[src/rtl/vga_timing_gen.sv]
// vga_timing_gen: 640x480@60 VGA timing, pixel coordinates and registered, blanked RGB output stage
module vga_timing_gen #(
  parameter int unsigned H_VISIBLE = 640,
  parameter int unsigned H_FRONT   = 16,
  parameter int unsigned H_SYNC    = 96,
  parameter int unsigned H_BACK    = 48,
  parameter int unsigned V_VISIBLE = 480,
  parameter int unsigned V_FRONT   = 10,
  parameter int unsigned V_SYNC    = 2,
  parameter int unsigned V_BACK    = 33,
  parameter int unsigned PIX_DIV   = 2
) (
  input  logic       Clk,
  input  logic       Reset_n,
  input  logic [7:0] Red_in,
  input  logic [7:0] Green_in,
  input  logic [7:0] Blue_in,
  output logic [9:0] DrawX,
  output logic [9:0] DrawY,
  output logic       pix_en,
  output logic       frame_start,
  output logic       VGA_CLK,
  output logic       VGA_HS,
  output logic       VGA_VS,
  output logic       VGA_BLANK_N,
  output logic       VGA_SYNC_N,
  output logic [7:0] VGA_R,
  output logic [7:0] VGA_G,
  output logic [7:0] VGA_B
);
  localparam int unsigned H_TOTAL = H_VISIBLE + H_FRONT + H_SYNC + H_BACK;
  localparam int unsigned V_TOTAL = V_VISIBLE + V_FRONT + V_SYNC + V_BACK;
  localparam int unsigned DW = $clog2(PIX_DIV);
  logic [DW-1:0] div_q, div_d;
  logic [9:0] hc_q, hc_d, vc_q, vc_d;
  logic [7:0] r_q, g_q, b_q;
  logic h_last, v_last, visible, hs_d, vs_d;
  logic clk_q, frame_q, hs_q, vs_q, blank_n_q;
  assign pix_en = div_q == DW'(PIX_DIV - 1);
  always_comb begin
    div_d   = pix_en ? '0 : div_q + DW'(1);
    h_last  = hc_q == 10'(H_TOTAL - 1);
    v_last  = vc_q == 10'(V_TOTAL - 1);
    hc_d    = h_last ? '0 : hc_q + 10'd1;
    vc_d    = h_last ? (v_last ? '0 : vc_q + 10'd1) : vc_q;
    visible = hc_q < 10'(H_VISIBLE) && vc_q < 10'(V_VISIBLE);
    hs_d    = !(hc_q >= 10'(H_VISIBLE + H_FRONT) && hc_q < 10'(H_VISIBLE + H_FRONT + H_SYNC));
    vs_d    = !(vc_q >= 10'(V_VISIBLE + V_FRONT) && vc_q < 10'(V_VISIBLE + V_FRONT + V_SYNC));
  end
  // Output stage samples the pre-increment position, so it trails DrawX/DrawY by one pixel
  always_ff @(posedge Clk or negedge Reset_n) begin
    if (!Reset_n) begin
      div_q     <= '0;
      hc_q      <= '0;
      vc_q      <= '0;
      clk_q     <= 1'b0;
      frame_q   <= 1'b0;
      hs_q      <= 1'b1;
      vs_q      <= 1'b1;
      blank_n_q <= 1'b0;
      r_q       <= '0;
      g_q       <= '0;
      b_q       <= '0;
    end else begin
      div_q   <= div_d;
      clk_q   <= div_d >= DW'(PIX_DIV / 2);
      frame_q <= pix_en && h_last && v_last;
      if (pix_en) begin
        hc_q      <= hc_d;
        vc_q      <= vc_d;
        hs_q      <= hs_d;
        vs_q      <= vs_d;
        blank_n_q <= visible;
        r_q       <= visible ? Red_in : '0;
        g_q       <= visible ? Green_in : '0;
        b_q       <= visible ? Blue_in : '0;
      end
    end
  end
  assign DrawX       = hc_q;
  assign DrawY       = vc_q;
  assign frame_start = frame_q;
  assign VGA_CLK     = clk_q;
  assign VGA_HS      = hs_q;
  assign VGA_VS      = vs_q;
  assign VGA_BLANK_N = blank_n_q;
  assign VGA_SYNC_N  = 1'b0;
  assign VGA_R       = r_q;
  assign VGA_G       = g_q;
  assign VGA_B       = b_q;
endmodule

[config.mk]
export PLATFORM = sky130hd
export DESIGN_NAME = vga_timing_gen
export DESIGN_NICKNAME = d
export VERILOG_FILES = /design/src/rtl/vga_timing_gen.sv
export SDC_FILE = /design/constraint.sdc
export NUM_CORES = 1
export LEC_CHECK = 0
export ABC_AREA = 1
export CORE_MARGIN = 2
export CORE_UTILIZATION = 46
export CTS_CLUSTER_SIZE = 30
export DETAILED_ROUTE_END_ITERATION = 8
export PLACE_DENSITY = 0.79
export SYNTH_ARGS = -nofsm -noshare
export SYNTH_HDL_FRONTEND = slang
export SYNTH_SLANG_ARGS = --single-unit
export TNS_END_PERCENT = 20
[constraint.sdc]
create_clock -name Clk -period 1.4 [get_ports Clk]
set_input_delay 0.28 -clock Clk [delete_from_list [all_inputs] [get_ports Clk]]
set_output_delay 0.28 -clock Clk [all_outputs]
set_load 0.05 [all_outputs]
==> impl_results.md <==
- Layout cells sized above 1: 37.2%
- Path type of the worst setup path: flop to flop
- Sinks on Clock Net: 49
- Vias in the first global route: 2,277
- Worst min-delay path class: primary input to asynchronous set/reset pin
- Maxcap violations: 0
- Pre-CTS setup slack: -0.0396 ns
- RePlAce Congestion: 0.880
- HPWL after detailed placement: 4.70 mm
- Final period util: 101%
- CTS buffer count: 5
- CTS tree: built
- Area grow syn2layout: 66.2%
- Slowest stage delay, CP: 0.40 ns
- Initial core utilization: 47.9%
- Peak VDD IR: 0.000643 V
- Final ANT Viol Nets: 0
- Unrepaired setup endpoints after global routing: yes
- Final setup margin: -0.00945 ns
- Vias/cell: 5.04
- IO Count: 77
- CP Capture Type: flop
- Global Route Usage Sum: 22.9%
- Syn avg cell area: 8.51 sq um
- Power Density: 669 nW/um^2
- Max Clk Rate: 709 MHz
- Outcome: finished, violations left
- Pleak: 0.00188 uW
- GRT Residual Overflow: 0
- YS warnings: 0
- Core area: 5140 sq um
- Seq/Total Area, Yosys: 49.9%
- Fin area: 4090 sq um
- Antenna Diode Count: 0
- Root Buffer: clkbuf_8
- Max Slew Vio Count: 0
- Syn Std Cell Area: 2460 sq um
- Worst reg-to-reg setup slack: -0.009 ns
- DRC errors left: 0
- Most numerous cell on the critical path: nor2_4
- DP Area: 3910 sq um
- Startpoint Class: flop
- Worst-case reg-to-reg path depth: 8
- Die X-Extent: 77.1 um
- Min Tclk post-route: 1.41 ns
- Clock slew seen by the registers of the worst setup and hold paths: 0.09 ns
- Iteration-0 DRC count of the detailed router: 146
- Die H: 77.1 um
- Power, Total: 2730 uW
- Number of port buffers: 75
- Initial antenna violation count: 0
- CP Data Required Time: 1.63 ns
- Wire per inst: 14.1 um
- Via count: 2,288
- Synth cell types: 29
- TritonRoute pass-1 iters: 4
- Layout Skew: 0.0107 ns
- CP max FO: 7
- Max Root-Sink Buffers: 2
- Count of final setup violators: 2
- Syn nets: 319
- CP delay by family, top: simple AND/OR/NAND/NOR gates
- Cell Rows: 26
- Htree depth: 2
- CP cell instances: inv_1, nand2_2, nor2_4, nand3_4, nor2_4, buf_12, nand2_1, o21ai_0
- Worst Path Arrival: 1.63 ns
- Die Area: 5950 sq um
- CP max stage cell: dfrtp_1
- Bufs and invs on worst path: 2
- Final wirelength: 6.40 mm
- R2R Path End: DrawY[8]
- Fill cell count: 300
- Synth Instances: 289
- Fin. Hold Viols: 0
- Pin count of the biggest net entering global routing: 50
- Later-pin clock latency in the skew report: 0.30 ns
- #FFs+latches synth: 49
- Reg2reg start: DrawX[7]
- Failing checks: negative setup slack
- Final design utilization: 79.5%
- Fin nets: 413
- Wire length of the first global-routing pass: 10.8 mm
## worst max-delay path by stage
stage / start / to / depth (start not counted)
finish: DrawX[7] / DrawY[8] / 8
global route: DrawX[5] / DrawY[7] / 8
CTS: DrawX[1] / DrawY[7] / 8
detailed placement: DrawX[0] / DrawY[3] / 8
global placement: DrawX[0] / DrawY[4] / 8
floorplan: DrawX[0] / DrawY[0] / 8
## timing repair
| item | 4_1_cts | 5_1_grt |
|---|---|---|
| setup endpoints to repair | 9 | 21 |
| endpoints found under the hold margin | 47 | 0 |
| gates resized for setup | 6 | 15 |
| buffers inserted | 3 | 0 |
| hold buffers | 1 | 0 |
| pin swaps | 4 | 6 |
## layout by cell type, fill, tap and decap left out, types with 2 or more instances in the layout
master           netlist  final
o21ai_0               15     10
dfstp_2                2      2
nand4_1                8      8
clkdlybuf4s50_1        0     24
dfrtp_1               47     29
nor2_1                26     22
nand2_1               58     55
nor3_1                 5      5
clkinv_2               0      2
nand3_1               18     17
nand2_2                1      3
a21oi_1                2      2
inv_2                  2      4
nor4_1                 2      2
buf_4                  6     20
nor2_4                 1      3
clkbuf_8               0      5
o21ai_2               20     20
buf_12                 0     53
o21ai_1                4      9
nor2_2                 3      5
xor2_1                 5      5
ha_1                   4      3
inv_1                 47     44
dfrtp_2                0     18
## where the power goes
part / internal [uW] / total, uW / leakage (uW) / switching (uW)
clock network: 347 / 806 / 0.0000450 / 458
registers: 1450 / 1490 / 0.000576 / 40.8
logic: 225 / 439 / 0.00126 / 214
## cell families (layout without fill, tap and decap cells)
logic type               Yosys count  count (layout)  synth area share [%]
AND/OR/NAND/NOR                  125             125                  22.4
buffers and inverters             62             157                  11.6
flip-flops                        49              49                  49.9
AO/OA/AOI/OAI                     42              42                  11.6
XOR/XNOR                           6               6                  2.14
adder cells (fa/ha/maj)            4               4                  2.03
other                              1               1                 0.152
## cell type report
class                           count  area, sq um  share of cell area, %
Clock buffer                        6         72.6                   1.78
Clock inverter                      2         10.0                  0.245
Multi-Input combinational cell    178         1000                   24.5
Sequential cell                    49         1250                   30.6
Timing Repair Buffer              100         1480                   36.1
Tap cell                           70         87.6                   2.14
Inverter                           49          186                   4.56
## cells in the mapped netlist
library cell  instances  area (sq um)
a21oi_1               2          10.0
a31oi_1               1          6.26
and3_1                1          6.26
buf_2                 1          5.00
buf_4                 6          45.0
buf_6                 4          45.0
clkbuf_1              2          7.51
conb_1                1          3.75
dfrtp_1              47          1180
dfstp_2               2          52.6
ha_1                  4          50.1
inv_1                47           176
inv_2                 2          7.51
nand2_1              58           218
nand2_2               1          6.26
nand3_1              18          90.1
nand3_2               1          10.0
nand4_1               8          50.1
nor2_1               26          97.6
nor2_2                3          18.8
nor2_4                1          11.3
nor3_1                5          25.0
nor4_1                2          12.5
o21ai_0              15          75.1
o21ai_1               4          20.0
o21ai_2              20           175
or2_2                 1          6.26
xnor2_1               1          8.76
xor2_1                5          43.8
## per-stage QoR
| stage | hold WS, ns | std cells | setup TNS, ns |
|---|---|---|---|
| CTS | 0.513 | 454 | -0.00621 |
| detailed placement | 0.296 | 442 | -0.210 |
| global placement | 0.287 | 442 | 0 |
| finish | 0.501 | 454 | -0.0187 |
| floorplan | -0.0156 | 289 | -0.865 |
| global route | 0.532 | 454 | -0.875 |
## registers in the layout, summed over array words and instances, names as in the netlist
| name | cells |
|---|---|
| frame_start | 1 |
| VGA_R | 8 |
| VGA_CLK | 1 |
| DrawX | 10 |
| VGA_G | 8 |
| VGA_BLANK_N | 1 |
| VGA_B | 8 |
| VGA_HS | 1 |
| VGA_VS | 1 |
| DrawY | 10 |
## worst register-to-register path, cell delays in order (launching register included)
cell     delay, ns
dfrtp_1       0.40
inv_1         0.11
nand2_2       0.08
nor2_4        0.17
nand3_4       0.10
nor2_4        0.22
buf_12        0.15
nand2_1       0.05
o21ai_0       0.06
## per-layer routing
metal	routed length (um)	global-route usage [%]	vias up	share of wire (%)
li1	-	-	1084	-
met1	2350	26.0	1082	37
met2	3320	39.5	114	52
met3	622	8.82	8	9.7
met4	112	7.68	0	1.7
met5	0	0	-	0
No activity file was read; power rests on OpenSTA's default activity.
